--- config.mk ---
export PLATFORM = sky130hd
export DESIGN_NAME = veerwolf_rst_ctrl
export DESIGN_NICKNAME = d
export VERILOG_FILES = /design/src/rtl/veerwolf_rst_ctrl.sv
export SDC_FILE = /design/constraint.sdc
export NUM_CORES = 1
export LEC_CHECK = 0
export BUFFER_PORTS_ARGS = -buffer_cell sky130_fd_sc_hd__buf_2
export CORE_ASPECT_RATIO = 0.5
export CORE_MARGIN = 3
export CORE_UTILIZATION = 55
export CTS_BUF_LIST = sky130_fd_sc_hd__clkbuf_4 sky130_fd_sc_hd__clkbuf_8
export DETAILED_ROUTE_END_ITERATION = 7
export GPL_ROUTABILITY_DRIVEN = 0
export PLACE_DENSITY = 0.82
export SETUP_SLACK_MARGIN = 0.2
export SYNTH_ARGS = -nofsm -noshare
export SYNTH_HDL_FRONTEND = slang
export SYNTH_SLANG_ARGS = --single-unit
--- constraint.sdc ---
create_clock -name clk -period 1.85 [get_ports clk]
set_input_delay 0 -clock clk [delete_from_list [all_inputs] [get_ports clk]]
set_output_delay 0 -clock clk [all_outputs]
set_load 0.1 [all_outputs]
--- src/rtl/veerwolf_rst_ctrl.sv ---
`default_nettype none
// ============================================================================
// Module   : veerwolf_rst_ctrl
// Purpose  : Sequenced SoC reset: qualify PLL lock, release peripherals, then
//            the core; re-sequence on lock loss, watchdog or software request.
// Revision : 1.0 - initial release
// ============================================================================
module veerwolf_rst_ctrl #(
  parameter int unsigned LOCK_CYCLES   = 16,
  parameter int unsigned PERIPH_CYCLES = 16,
  parameter int unsigned CORE_CYCLES   = 32
) (
  input  logic       clk,
  input  logic       rstn,
  input  logic       i_pll_locked,
  input  logic       i_wdt_rst_req,
  input  logic       i_sw_rst_req,
  output logic       o_rst_periph,
  output logic       o_rst_core,
  output logic       o_ready,
  output logic [1:0] o_rst_cause,
  output logic [7:0] o_rst_count
);

  typedef enum logic [1:0] {
    WAIT_LOCK = 2'd0,
    PERIPH    = 2'd1,
    CORE      = 2'd2,
    RUN       = 2'd3
  } state_t;

  localparam logic [15:0] c_lock_last   = 16'(LOCK_CYCLES - 1);
  localparam logic [15:0] c_periph_last = 16'(PERIPH_CYCLES - 1);
  localparam logic [15:0] c_core_last   = 16'(CORE_CYCLES - 1);

  localparam logic [1:0] c_cause_lock = 2'b01;
  localparam logic [1:0] c_cause_wdt  = 2'b10;
  localparam logic [1:0] c_cause_sw   = 2'b11;

  logic        r_sync1;
  logic        r_locked_s;
  state_t      r_state;
  logic [15:0] r_cnt;
  logic        r_rst_periph;
  logic        r_rst_core;
  logic        r_ready;
  logic [1:0]  r_rst_cause;
  logic [7:0]  r_rst_count;
  logic [7:0]  w_count_inc;

  assign w_count_inc = (r_rst_count == 8'hFF) ? r_rst_count : r_rst_count + 8'd1;

  always_ff @(posedge clk or negedge rstn) begin
    if (!rstn) begin
      r_sync1    <= 1'b0;
      r_locked_s <= 1'b0;
    end else begin
      r_sync1    <= i_pll_locked;
      r_locked_s <= r_sync1;
    end
  end

  // Outputs are set on the same edge as the transition into their state.
  always_ff @(posedge clk or negedge rstn) begin
    if (!rstn) begin
      r_state      <= WAIT_LOCK;
      r_cnt        <= '0;
      r_rst_periph <= 1'b1;
      r_rst_core   <= 1'b1;
      r_ready      <= 1'b0;
      r_rst_cause  <= 2'b00;
      r_rst_count  <= 8'd0;
    end else begin
      case (r_state)
        WAIT_LOCK: begin
          if (!r_locked_s) begin
            r_cnt <= '0;
          end else if (r_cnt == c_lock_last) begin
            r_state <= PERIPH;
            r_cnt   <= '0;
          end else begin
            r_cnt <= r_cnt + 16'd1;
          end
        end

        PERIPH: begin
          if (!r_locked_s) begin
            r_state     <= WAIT_LOCK;
            r_cnt       <= '0;
            r_rst_cause <= c_cause_lock;
            r_rst_count <= w_count_inc;
          end else if (r_cnt == c_periph_last) begin
            r_state      <= CORE;
            r_cnt        <= '0;
            r_rst_periph <= 1'b0;
          end else begin
            r_cnt <= r_cnt + 16'd1;
          end
        end

        CORE: begin
          if (!r_locked_s) begin
            r_state      <= WAIT_LOCK;
            r_cnt        <= '0;
            r_rst_periph <= 1'b1;
            r_rst_cause  <= c_cause_lock;
            r_rst_count  <= w_count_inc;
          end else if (r_cnt == c_core_last) begin
            r_state    <= RUN;
            r_cnt      <= '0;
            r_rst_core <= 1'b0;
            r_ready    <= 1'b1;
          end else begin
            r_cnt <= r_cnt + 16'd1;
          end
        end

        RUN: begin
          // Lock loss outranks watchdog, which outranks software.
          if (!r_locked_s) begin
            r_state      <= WAIT_LOCK;
            r_cnt        <= '0;
            r_rst_periph <= 1'b1;
            r_rst_core   <= 1'b1;
            r_ready      <= 1'b0;
            r_rst_cause  <= c_cause_lock;
            r_rst_count  <= w_count_inc;
          end else if (i_wdt_rst_req) begin
            r_state      <= PERIPH;
            r_cnt        <= '0;
            r_rst_periph <= 1'b1;
            r_rst_core   <= 1'b1;
            r_ready      <= 1'b0;
            r_rst_cause  <= c_cause_wdt;
            r_rst_count  <= w_count_inc;
          end else if (i_sw_rst_req) begin
            r_state     <= CORE;
            r_cnt       <= '0;
            r_rst_core  <= 1'b1;
            r_ready     <= 1'b0;
            r_rst_cause <= c_cause_sw;
            r_rst_count <= w_count_inc;
          end
        end

        default: begin
          r_state <= WAIT_LOCK;
          r_cnt   <= '0;
        end
      endcase
    end
  end

  assign o_rst_periph = r_rst_periph;
  assign o_rst_core   = r_rst_core;
  assign o_ready      = r_ready;
  assign o_rst_cause  = r_rst_cause;
  assign o_rst_count  = r_rst_count;

endmodule
`default_nettype wire

Word level (Yosys, flattened, before mapping)
Cells that the tools add are included.
W data, S select, Z words.
{ "word_totals": {"out_inout_bits": 13, "inputBits": 5, "ff_bits": 33} }
{ "op_classes": {"n_addsub": 2, "n_eq_ne": 18, "muxes": 47, "n_reduce_logical": 10} }
{ "ops": {"columns": ["operator", "count"], "rows": [
  ["$mux W16", 7],
  ["$pmux W16 S3", 1],
  ["$mux W8", 5],
  ["$mux W2", 13],
  ["$add A16 B1 Y16 const B", 1],
  ["$eq A16 B4 Y1 const B", 1],
  ["$eq A16 B5 Y1 const B", 1],
  ["$ne A2 B2 Y1 const B", 8],
  ["$pmux W8 S2", 1],
  ["$mux W1", 15],
  ["$reduce_and A5 Y1", 2],
  ["$ne A3 B3 Y1 const B", 3],
  ["$add A8 B1 Y8 const B", 1],
  ["$eq A8 B8 Y1 const B", 1],
  ["$pmux W2 S4", 1],
  ["$eq A2 B2 Y1 const B", 2],
  ["$ne A4 B4 Y1 const B", 1],
  ["$pmux W1 S2", 2],
  ["$pmux W2 S2", 1],
  ["$reduce_and A4 Y1", 1],
  ["$reduce_bool A2 Y1", 2],
  ["$reduce_or A2 Y1", 2],
  ["$pmux W1 S3", 1],
  ["$reduce_and A3 Y1", 1],
  ["3 further kinds", 3]
]} }

Depth between registers and ports, before layout
Gate-level depths: netlist (run 1).
{ "logic_depth": {"ltp_word": 6, "depth_mapped": 8} }

Worst setup path before layout (run 1)
Ideal clock, no wire load.
{ "synth_path": {"kind": "register to register", "start": "register r_rst_count[0] (netlist: o_rst_count[0])", "end": "register r_rst_count[7] (netlist: o_rst_count[7])", "n_path_buf": 0, "path_slack_ns": -0.188, "setup_ns": 0.162, "stages_incl_launch_ff": 6, "period_less_slack_ns": 2.038, "t_arrival_ns": 1.876, "cell_sequence": "dfrtp_1 -> ha_1 -> nand3_1 -> o21ai_2 -> nor3_1 -> xor2_1"} }
{ "synth_between": {"elab_chain_cells": 6, "word_cells_on_any_way": 8, "classes_between": "add/sub: 1; eq/ne: 1; mux: 6"} }
{ "synth_rtl": {"columns": ["item", "line_no", "text"], "rows": [
  ["start, declared", "48", "logic [7:0] r_rst_count;"],
  ["start signal, assigned", "91", "r_rst_count <= w_count_inc;"],
  ["start signal, assigned", "107", "r_rst_count <= w_count_inc;"],
  ["start signal, assigned", "127", "r_rst_count <= w_count_inc;"],
  ["$add A8 B1 Y8 or $eq A8 B8 Y1 (tied branches)", "51", "assign w_count_inc = (r_rst_count == 8'hFF) ? r_rst_count : r_rst_count + 8'd1;"],
  ["$mux W8 *", "51", null],
  ["$mux W8", "136", "end else if (i_sw_rst_req) begin"],
  ["$mux W8", "128", "end else if (i_wdt_rst_req) begin"],
  ["$mux W8", "120", "if (!r_locked_s) begin"],
  ["$pmux W8 S2 *", "74", "case (r_state)"]
]} }
Mark *: on every way between the ends. The rest lies on a longest branch, timed or not. The select of a mux whose other input is x is not followed.
A chain may end at the register's enable or synchronous reset.

Worst setup path in the final report (run 1)
{ "layout_path": {"start": "register r_state[1]", "end": "register r_cnt[3]"} }
{ "layout_between": {"elab_chain_cells": 3, "word_cells_on_any_way": 7, "classes_between": "eq/ne: 4; mux: 1; reduce/logical: 2"} }
{ "layout_rtl": {"columns": ["item", "line_no", "text"], "rows": [
  ["start, declared", "42", "state_t r_state;"],
  ["start signal, assigned", "66", "r_state <= WAIT_LOCK;"],
  ["start signal, assigned", "79", "r_state <= PERIPH;"],
  ["start signal, assigned", "88", "r_state <= WAIT_LOCK;"],
  ["$eq A2 B1 Y1 or $logic_not A2 Y1 (tied branches)", "74", null],
  ["$reduce_or A2 Y1 (no source line)", null, null],
  ["$pmux W16 S3", "74", null],
  ["end signal, assigned", "82", "r_cnt <= r_cnt + 16'd1;"],
  ["end signal, assigned", "97", "r_cnt <= r_cnt + 16'd1;"],
  ["end signal, assigned", "114", "r_cnt <= r_cnt + 16'd1;"],
  ["end, declared", "43", "logic [15:0] r_cnt;"]
]} }
Parallel ways exist; a longest one is shown, timed or not.

==> impl_results.md, run 1 <==
* Syn Inst Count at 196
* CP Capture Type: flip-flop
* Top Layer Used: met4
* Post-synthesis cell type with the largest combined area: dfrtp_1
* Final Setup Violations at 4
* WL/cell at 22.7 um
* WP data arrival at 2.08 ns
* I/O pins at 18
* Max-capacitance violation count at 0
* DR WL met2 at 3090 um
* DP HPWL at 3180 um
* Skew-Pair Late Insertion Delay at 0.30 ns
* Count of cell types in the netlist at 50
* Total power at 3.99 mW
* N_diodes at 0
* Warnings from Yosys at 0
* Status: finished, violations left
* Worst slew margin relative to its limit at 48.5%
* CTS max path bufs at 2
* Total GRT Usage at 27.6%
* CTS sink count at 33
* Routed vias at 2013
* Area of the die at 4410 um^2
* Clock Tree Root: clkbuf_8
* Leak at 1.19 nW
* Critical path class: reg2reg
* First-pass GRT wire length at 9550 um
* DRT Pass-1 Iters at 5
* Syn_nets at 208
* Violated checks: setup timing
* Final Cell Area at 2700 um^2
* Final period util at 102%
* Synth Flop Type: dfrtp_1
* Hold Path Class: in2reg
* Nets at 264
* Clock Skews at 0.00935 ns
* Vias in the first global route at 1875
* Routed WL at 6840 um
* Sequential fraction of the synthesis area at 41.7%
* Layout cells sized above 1 at 46.6%
* DRC violations left at 0
* CP max FO at 5
* Grt total ovfl at 0
* CP required at 2.04 ns
* Hold Fails Final Rpt at 0
* Port bufs at 17
* RSZ-0062 raised after global routing: yes
* Worst Setup Start Kind: flip-flop
* Drt first-iter violations at 258
* Die span in x at 91 um
* Die Span Y at 48.5 um
* CTS clk-pin slew, worst paths at 0.07 ns
* Initial antenna violation count at 0
* Dpl cell area at 2240 um^2
* VDD IR max at 1650 uV
* Depth of the CTS H-tree at 2
* Vias/cell at 6.69
* Pwr/cell area at 1480 nW/um^2
* Fin Hold WS at 0.171 ns
* Final Max Slew Viols at 0
* Metal3 WL at 666 um
* Final worst slack at -0.0411 ns
* Setup TNS at -0.0717 ns
* Post-route ant nets at 0
* Num CTS Buffers at 5
* Post-synth EDFFs at 0
* Synth async-reset ratio at 100%
* Rows at 14
* Post-synth top area share at 39.0%
* Pin count of the biggest net entering global routing at 34
* Layout fillers at 156
* Top post-synthesis cells by area: dfrtp_1 (39%), ha_1 (4.4%), nor4_4 (4.3%)
* CTS tree: done
* Layout area overhead at 35.9%
* Min Tclk post-route at 1.89 ns
* Syn Std Cell Area at 1990 um^2
* Worst-Margin Slew at 0.773 ns
* Starting Density at 61.6%
* Syn avg cell area at 10.1 um^2
* Met1 wire length at 2650 um
* Total core area at 3220 um^2
* Yosys reg bits at 33
* Fmax at 529 MHz
[sequential cells by signal, indices dropped and copies added (netlist names)]
signal and flops:
o_ready 1, o_rst_cause 2, o_rst_core 1, o_rst_count 8, o_rst_periph 1, r_cnt 16, r_locked_s 1, r_state 2
r_sync1 1
[synthesized netlist by cell type (all sizes together) (6+ instances only)]
library cell	number
nor2	13
buf	7
nand2	21
and3	7
o21ai	9
dfrtp	31
a21o	9
nand3	16
a21oi	10
inv	7
nor3	6
ha	7
xnor2	6
[report_power, final]
| group | switching [mW] | internal, mW | leakage [nW] |
|---|---|---|---|
| combinational | 1.55 | 0.726 | 0.731 |
| clock | 0.292 | 0.296 | 0.0453 |
| sequential | 0.204 | 0.916 | 0.412 |
| total | 2.05 | 1.94 | 1.19 |
[worst max-delay path, cell delays in order (launching register included)]
cell	delay [ns]
dfrtp_2	0.45
buf_6	0.14
ha_4	0.18
xnor2_2	0.19
nand2_2	0.15
buf_4	0.18
o211ai_4	0.24
nor3_1	0.08
a21o_1	0.16
[worst paths after layout]
check / to / start / slack (ns) / cells past startpoint
hold / removal: o_rst_cause[0]$_DFFE_PN0P_ / i_sw_rst_req / 0.17 / 3
hold reg to reg: r_locked_s$_DFF_PN0_ / r_sync1$_DFF_PN0_ / 0.36 / 0
setup reg to reg: r_cnt[3]$_DFFE_PN0P_ / r_state[1]$_DFFE_PN0P_ / -0.04 / 8
max in group asynchronous: o_rst_count[1]$_DFFE_PN0P_ / rstn / 0.95 / 2
setup / recovery: r_cnt[3]$_DFFE_PN0P_ / r_state[1]$_DFFE_PN0P_ / -0.04 / 8
min in group asynchronous: r_cnt[11]$_DFFE_PN0P_ / rstn / 0.31 / 2
[layout make-up]
cell class / count / area [um^2] / share of cell area [%]
multi-input cells: 150 / 1270 / 47.1
repair buffers: 55 / 394 / 14.6
clock inverters: 1 / 7.51 / 0.278
inverters: 7 / 31.3 / 1.16
well taps: 48 / 60.1 / 2.22
clock buffers: 7 / 83.8 / 3.10
flip-flops and latches: 33 / 851 / 31.5
[cell families after synthesis]
| logic type | count (synthesis) | share of synthesized area (%) |
|---|---|---|
| multiplexers | 4 | 2.02 |
| AND/OR/NAND/NOR | 83 | 26.3 |
| XOR/XNOR | 11 | 4.85 |
| flip-flops | 33 | 41.7 |
| buffers and inverters | 14 | 4.09 |
| AO/OA/AOI/OAI | 44 | 16.7 |
| adder cells (fa/ha/maj) | 7 | 4.41 |
[stage by stage]
step | util (%) | setup slack [ns] | cells
floorplan | - | 0.0638 | 196
global placement | 69.6 | 0.0508 | 272
detailed placement | 69.6 | -0.00859 | 272
CTS | 77.4 | 0.0754 | 291
global route | 83.8 | -0.0722 | 301
finish | 83.8 | -0.0411 | 301
[repair_timing]
item / in CTS / in global routing
hold buffers: 2 / 0
endpoints found under the setup margin: 26 / 30
pin swaps: 13 / 20
cloned: 0 / 1
hold endpoints to repair: 32 / 0
resized for setup: 17 / 29
buffers inserted: 9 / 9
[layout by cell type, fill, tap and decap left out, types with 5 or more instances in the layout]
cell	instances
buf_6	5
clkbuf_8	5
nor2_1	9
nand4_1	5
xor2_1	5
dfrtp_1	19
dfrtp_2	9
and3_1	6
a21oi_1	8
nand2_1	17
nand3_1	12
a21o_1	8
inv_1	6
buf_2	17
buf_4	31
[routing by layer]
layer | track usage, % | vias up
li1 | - | 829
met1 | 33.9 | 958
met2 | 45.1 | 156
met3 | 8.20 | 70
met4 | 13.0 | 0
met5 | 0 | -
Note: power is estimated with default switching activity, not from simulation.
==> inputs of run 2 (changes only) <==
--- a/config.mk
+++ b/config.mk
@@ -7,12 +7,11 @@
 export LEC_CHECK = 0
 export BUFFER_PORTS_ARGS = -buffer_cell sky130_fd_sc_hd__buf_2
 export CORE_ASPECT_RATIO = 0.5
-export CORE_MARGIN = 3
-export CORE_UTILIZATION = 55
+export CORE_UTILIZATION = 40
 export CTS_BUF_LIST = sky130_fd_sc_hd__clkbuf_4 sky130_fd_sc_hd__clkbuf_8
 export DETAILED_ROUTE_END_ITERATION = 7
 export GPL_ROUTABILITY_DRIVEN = 0
-export PLACE_DENSITY = 0.82
+export PLACE_DENSITY = 0.64
 export SETUP_SLACK_MARGIN = 0.2
 export SYNTH_ARGS = -nofsm -noshare
 export SYNTH_HDL_FRONTEND = slang
==> impl_results.md, run 2 (synthesis gave the netlist of run 1 again) <==
* Commonest non-fill, non-tap cell in the layout: buf_4
* Drt first-iter violations at 116 (-55%)
* CP required at 2.08 ns (+0.04 ns)
* Clock Skews at 0.0143 ns (+0.00495 ns)
* I/O pins at 18 (unchanged)
* First-pass GRT wire length at 8190 um (-14%)
* Final Setup Violations at 0 (-4)
* Crit-path cells: buf_6 -> ha_4 -> xnor2_2 -> nand2_2 -> o211ai_4 -> buf_6 -> or3_1 -> o21ai_1
* N_diodes at 0 (unchanged)
* CP max FO at 5 (unchanged)
* DP HPWL at 3020 um (-5.1%)
* CTS sink count at 33 (unchanged)
* Worst Setup SP: r_state[1]$_DFFE_PN0P_
* Leak at 1.24 nW (+4.1%)
* VDD IR max at 1290 uV (-22%)
* Clock Tree Root: clkbuf_8
* RSZ-0062 raised after global routing: yes
* Most used cell, CP: buf_6
* DRT Pass-1 Iters at 4 (-1)
* Slowest CP cell: dfrtp_2
* Skew-Pair Late Insertion Delay at 0.30 ns (about the same)
* Fmax at 560 MHz (+5.9%)
* Worst-Margin Slew at 0.769 ns (-0.00382 ns)
* Nets at 267 (+1.1%)
* Status: finished clean
* Num CTS Buffers at 5 (unchanged)
* CP Capture Type: flip-flop
* Layout area overhead at 42.5%
* Critical path class: reg2reg
* Hold EP: o_rst_cause[0]$_DFFE_PN0P_
* Most flop-heavy register: r_cnt
* Total core area at 4570 um^2 (+42%)
* Pwr/cell area at 1370 nW/um^2 (-7.3%)
* Worst Hold Depth at 3 (unchanged)
* Grt total ovfl at 0 (unchanged)
* Hold Path Class: in2reg
* CTS tree: done
* Worst Setup Start Kind: flip-flop
* Worst r2r dst: r_cnt[10]$_DFFE_PN0P_
* Depth of the CTS H-tree at 2 (unchanged)
* CP bufs+invs at 2 (unchanged)
* Rows at 17 (+3)
* R2R Setup Slk at 0.06 ns (+0.11 ns)
* Layout cells sized above 1 at 48.8% (+2.2 points)
* Final period util at 96.5% (-5.7 points)
* Max-capacitance violation count at 0 (unchanged)
* Pin count of the biggest net entering global routing at 34 (unchanged)
* Final Max Slew Viols at 0 (unchanged)
* Initial antenna violation count at 0 (unchanged)
* CTS max path bufs at 2 (unchanged)
* Routed vias at 1736 (-14%)
* Post-route ant nets at 0 (unchanged)
* FF-to-FF Start: r_state[1]$_DFFE_PN0P_
* Dpl cell area at 2280 um^2 (+1.6%)
* Starting Density at 43.4% (-18 points)
* Total GRT Usage at 20.8% (-6.8 points)
* Port bufs at 17 (unchanged)
* Final Cell Area at 2830 um^2 (+4.9%)
* Reg2Reg Depth at 8 (unchanged)
* Hold Fails Final Rpt at 0 (unchanged)
* Die Span Y at 51.8 um (+6.9%)
* Area of the die at 5270 um^2 (+19%)
* Crit-path leading delay family: simple AND/OR/NAND/NOR gates
* WP data arrival at 2.01 ns (-0.07 ns)
* DRC violations left at 0 (unchanged)
* Commonest cells after routing, fill and taps aside: buf_4 (28), dfrtp_1 (21), nand2_1 (18)
* Hold path start: i_sw_rst_req
* Worst slew margin relative to its limit at 48.7% (+0.25 points)
* CP peak stage delay at 0.45 ns (about the same)
* Min Tclk post-route at 1.79 ns (-0.105 ns)
* Die span in x at 102 um (+12%)
* Vias/cell at 5.39 (-19%)
* Setup TNS at 0 ns (+0.0717 ns)
* WL/cell at 15.6 um (-31%)
* Vias in the first global route at 1644 (-12%)
* CTS clk-pin slew, worst paths at 0.08 ns (about the same)
* Routed WL at 5010 um (-27%)
* Max FFs per register at 16 (unchanged)
-- run 2: cell types whose count changed in the layout (fill, tap and decap cells not counted), sizes merged --
cell,delta
inv,+1
clkinv,+1
clkbuf,-2
o211ai,-1
buf,+4
-- run 2: through the flow --
stage | cells | total power [mW] | hold WS, ns | util, % | setup slack [ns]
floorplan | 196 | 2.50 | -0.296 | - | 0.0638
global placement | 290 | 2.82 | 0.109 | 49.8 | 0.0539
detailed placement | 290 | 2.85 | 0.109 | 49.8 | 0.0137
CTS | 318 | 3.73 | 0.111 | 59.2 | 0.0965
global route | 322 | 4.07 | 0.160 | 61.9 | -0.0170
finish | 322 | 3.88 | 0.125 | 61.9 | 0.0642
-- run 2: worst min-delay path, cell delays in order --
cell,delay (ns)
buf_2,0.12
nor2b_1,0.13
o32a_1,0.14
-- run 2: area by class of cell --
class                   count  area, um^2
flip-flops and latches     33         848
inverters                   7        26.3
clock inverters             3        17.5
repair buffers             59         468
well taps                  66        82.6
fillers                   364        1740
clock buffers               5        68.8
multi-input cells         149        1320
-- run 2: metal layers --
metal | GRT usage [%] | share of wire [%] | vias to the layer above
li1 | - | - | 836
met1 | 27.1 | 49 | 870
met2 | 35.1 | 48 | 24
met3 | 4.57 | 2.2 | 6
met4 | 6.04 | 1.1 | 0
met5 | 0 | 0 | -
-- run 2: power breakdown --
| part | switching [mW] | total (mW) | internal (mW) |
|---|---|---|---|
| sequential | 0.174 | 1.09 | 0.913 |
| combinational | 1.46 | 2.22 | 0.762 |
| clock | 0.306 | 0.566 | 0.260 |
-- run 2: worst max path at each step --
| stage | to | slack (ns) | cells after the start |
|---|---|---|---|
| 6_report | r_cnt[10]$_DFFE_PN0P_ | 0.06 | 8 |
| 5_1_grt | o_rst_count[4]$_DFFE_PN0P_ | -0.02 | 6 |
| 4_1_cts | r_state[1]$_DFFE_PN0P_ | 0.1 | 5 |
| 3_5_place_dp | o_rst_cause[1]$_DFFE_PN0P_ | 0.01 | 6 |
| 3_3_place_gp | r_cnt[7]$_DFFE_PN0P_ | 0.05 | 7 |
| 2_1_floorplan | o_rst_count[6]$_DFFE_PN0P_ | 0.06 | 8 |
-- run 2: repair_timing --
| action | CTS | global route |
|---|---|---|
| buffers inserted | 18 | 4 |
| endpoints found under the setup margin | 24 | 28 |
| gates resized for setup | 38 | 21 |
| hold endpoints to repair | 32 | 0 |
| hold buffers | 2 | 0 |
| pin swaps | 25 | 10 |
==> inputs of run 3 (changes only) <==
--- a/config.mk
+++ b/config.mk
@@ -7,11 +7,11 @@
 export LEC_CHECK = 0
 export BUFFER_PORTS_ARGS = -buffer_cell sky130_fd_sc_hd__buf_2
 export CORE_ASPECT_RATIO = 0.5
-export CORE_UTILIZATION = 40
+export CORE_UTILIZATION = 30
 export CTS_BUF_LIST = sky130_fd_sc_hd__clkbuf_4 sky130_fd_sc_hd__clkbuf_8
 export DETAILED_ROUTE_END_ITERATION = 7
 export GPL_ROUTABILITY_DRIVEN = 0
-export PLACE_DENSITY = 0.64
+export PLACE_DENSITY = 0.52
 export SETUP_SLACK_MARGIN = 0.2
 export SYNTH_ARGS = -nofsm -noshare
 export SYNTH_HDL_FRONTEND = slang
==> constraint.sdc (replaced) <==
create_clock -name clk -period 1.85 [get_ports clk]
set_input_delay 0.37 -clock clk [delete_from_list [all_inputs] [get_ports clk]]
set_output_delay 0.37 -clock clk [all_outputs]
set_load 0.1 [all_outputs]
==> impl_results.md, run 3 (synthesis gave the netlist of run 1 again) <==
* Clock Tree Root: clkbuf_8
* Total core area at 6230 um^2 (+36%)
* RSZ-0062 raised after global routing: yes
* Commonest cells after routing, fill and taps aside: buf_4 (34), dfrtp_1 (21), nand2_1 (19)
* Hold Path Class: in2async
* Final Max Slew Viols at 0 (unchanged)
* WP data arrival at 2.00 ns (about the same)
* Cell-internal power at 2.08 mW (+7.3%)
* Critical path class: reg2reg
* Vias in the first global route at 1649 (+0.30%)
* Status: finished clean
* Die span in x at 117 um (+15%)
* Final period util at 95.5% (-0.99 points)
* Routed vias at 1664 (-4.1%)
* WL/cell at 14.1 um (-9.1%)
* Most flop-heavy register: r_cnt
* Routed WL at 4780 um (-4.6%)
* Switch Pwr at 1.89 mW (-2.5%)
* CP required at 2.08 ns (about the same)
* Initial antenna violation count at 0 (unchanged)
* Grt total ovfl at 0 (unchanged)
* Met2 Use GR at 25.5% (-9.6 points)
* Depth of the CTS H-tree at 2 (unchanged)
* Clock Skews at 0.00573 ns (-0.00856 ns)
* Pin count of the biggest net entering global routing at 20 (-41%)
* CP max FO at 7 (+2)
* CTS max path bufs at 2 (unchanged)
* Leak at 1.20 nW (-3.2%)
* Nets at 261 (-2.2%)
* CTS tree: done
* Total GRT Usage at 15.7% (-5.1 points)
* VDD IR max at 962 uV (-25%)
* Vias/cell at 4.92 (-8.7%)
* Final Instance Count excl. Fillers at 338 (+5.0%)
* Pwr/cell area at 1450 nW/um^2 (+5.8%)
* Met3 Usage GRT at 3.99% (-0.58 points)
* DRT Pass-1 Iters at 4 (unchanged)
* CTS clk-pin slew, worst paths at 0.08 ns (about the same)
* Fmax at 566 MHz (+1.0%)
* Worst-Margin Slew at 0.489 ns (-0.280 ns)
* Post-route ant nets at 0 (unchanged)
* DP Worst Slack at -0.0263 ns (-0.0400 ns)
* Power share of the clock group at 18.5% (+3.9 points)
* Area of the die at 6970 um^2 (+32%)
* Rows at 20 (+3)
* Comb power frac at 54.0% (-3.3 points)
* Min Tclk post-route at 1.77 ns (-0.0183 ns)
* Switching Fraction at 47.7% (-2.4 points)
* Num CTS Buffers at 5 (unchanged)
* Worst Setup Start Kind: flip-flop
* Die Span Y at 59.5 um (+15%)
* Port bufs at 17 (unchanged)
* Hold buffer count at cts at 0 (-2)
* Finished Core Util at 44.0% (-18 points)
* Starting Density at 31.9% (-12 points)
* CTS sink count at 33 (unchanged)
* Layout area overhead at 37.9%
* Skew-Pair Late Insertion Delay at 0.29 ns (about the same)
* Worst slew margin relative to its limit at 67.6% (+19 points)
* Max-capacitance violation count at 0 (unchanged)
* R2R Setup Slk at 0.08 ns (+0.02 ns)
* Drt first-iter violations at 67 (-42%)
* First-pass GRT wire length at 8190 um (unchanged)
* CP Capture Type: flip-flop
* DRC violations left at 0 (unchanged)
* DP HPWL at 3260 um (+7.9%)
* Global routing's busiest layer: met2
* Final Setup Violations at 0 (unchanged)
* Commonest non-fill, non-tap cell in the layout: buf_4
* Layout cells sized above 1 at 46.0% (-2.8 points)
* Placed cells at 315 (+8.6%)
* Final worst slack at 0.0825 ns (+0.0183 ns)
* Seq pwr share at 27.5% (-0.5 points)
* Max FFs per register at 16 (unchanged)
* I/O pins at 18 (unchanged)
* Hold Fails Final Rpt at 0 (unchanged)
* Met1 usage at 20.3% (-6.8 points)
* N_diodes at 0 (unchanged)
## run 3: worst paths after layout
check | from | endpoint | cells after the start
min in group clk | i_pll_locked | r_sync1$_DFF_PN0_ | 1
setup reg to reg | r_cnt[10]$_DFFE_PN0P_ | r_state[1]$_DFFE_PN0P_ | 5
hold / removal | rstn | o_rst_count[1]$_DFFE_PN0P_ | 1
max in group asynchronous | rstn | r_cnt[14]$_DFFE_PN0P_ | 2
hold reg to reg | r_sync1$_DFF_PN0_ | r_locked_s$_DFF_PN0_ | 0
setup / recovery | r_cnt[10]$_DFFE_PN0P_ | r_state[1]$_DFFE_PN0P_ | 5
## run 3: metal layers
metal / up-vias / wire length [um]
li1: 827 / -
met1: 801 / 2360
met2: 28 / 2200
met4: 0 / 67
met3: 8 / 147
met5: - / 0
## run 3: power groups by stage
stage	clock network, mW	registers, mW	logic, mW
global placement	0	1.07	1.79
CTS	0.750	1.08	1.91
global route	0.784	1.12	2.30
detailed placement	0	1.07	1.80
finish	0.734	1.09	2.14
floorplan	0	1.82	0.681
## run 3: what timing repair did
action                                  in CTS  in global routing
gates cloned                                 1                  0
setup buffers                                6                  8
endpoints found under the setup margin      27                 28
gates resized for setup                     19                 19
pin swaps                                   11                 22
## run 3: per-stage QoR
| step | area, um^2 | total power, mW | hold WS [ns] | setup TNS, ns |
|---|---|---|---|---|
| 2_1_floorplan | 2030 | 2.50 | 0.0744 | 0 |
| 3_3_place_gp | 2320 | 2.85 | 0.337 | -0.0631 |
| 3_5_place_dp | 2320 | 2.87 | 0.337 | -0.0446 |
| 4_1_cts | 2570 | 3.74 | 0.0208 | 0 |
| 5_1_grt | 2740 | 4.21 | 0.0331 | -0.0372 |
| 6_report | 2740 | 3.97 | 0.0132 | 0 |
## run 3: layout make-up
class                           count  area [um^2]
Inverter                            7         26.3
Tap cell                           88          110
Clock buffer                        6         82.6
Fill cell                         587         3490
Sequential cell                    33          848
Multi-Input combinational cell    150         1260
Timing Repair Buffer               52          373
Clock inverter                      2         37.5
## run 3: critical path, cell delays in order (launching register included)
cell      delay, ns
dfrtp_1        0.41
nor4_4         0.35
nand3_4        0.23
o311ai_4       0.30
and4b_1        0.25
a32o_1         0.17
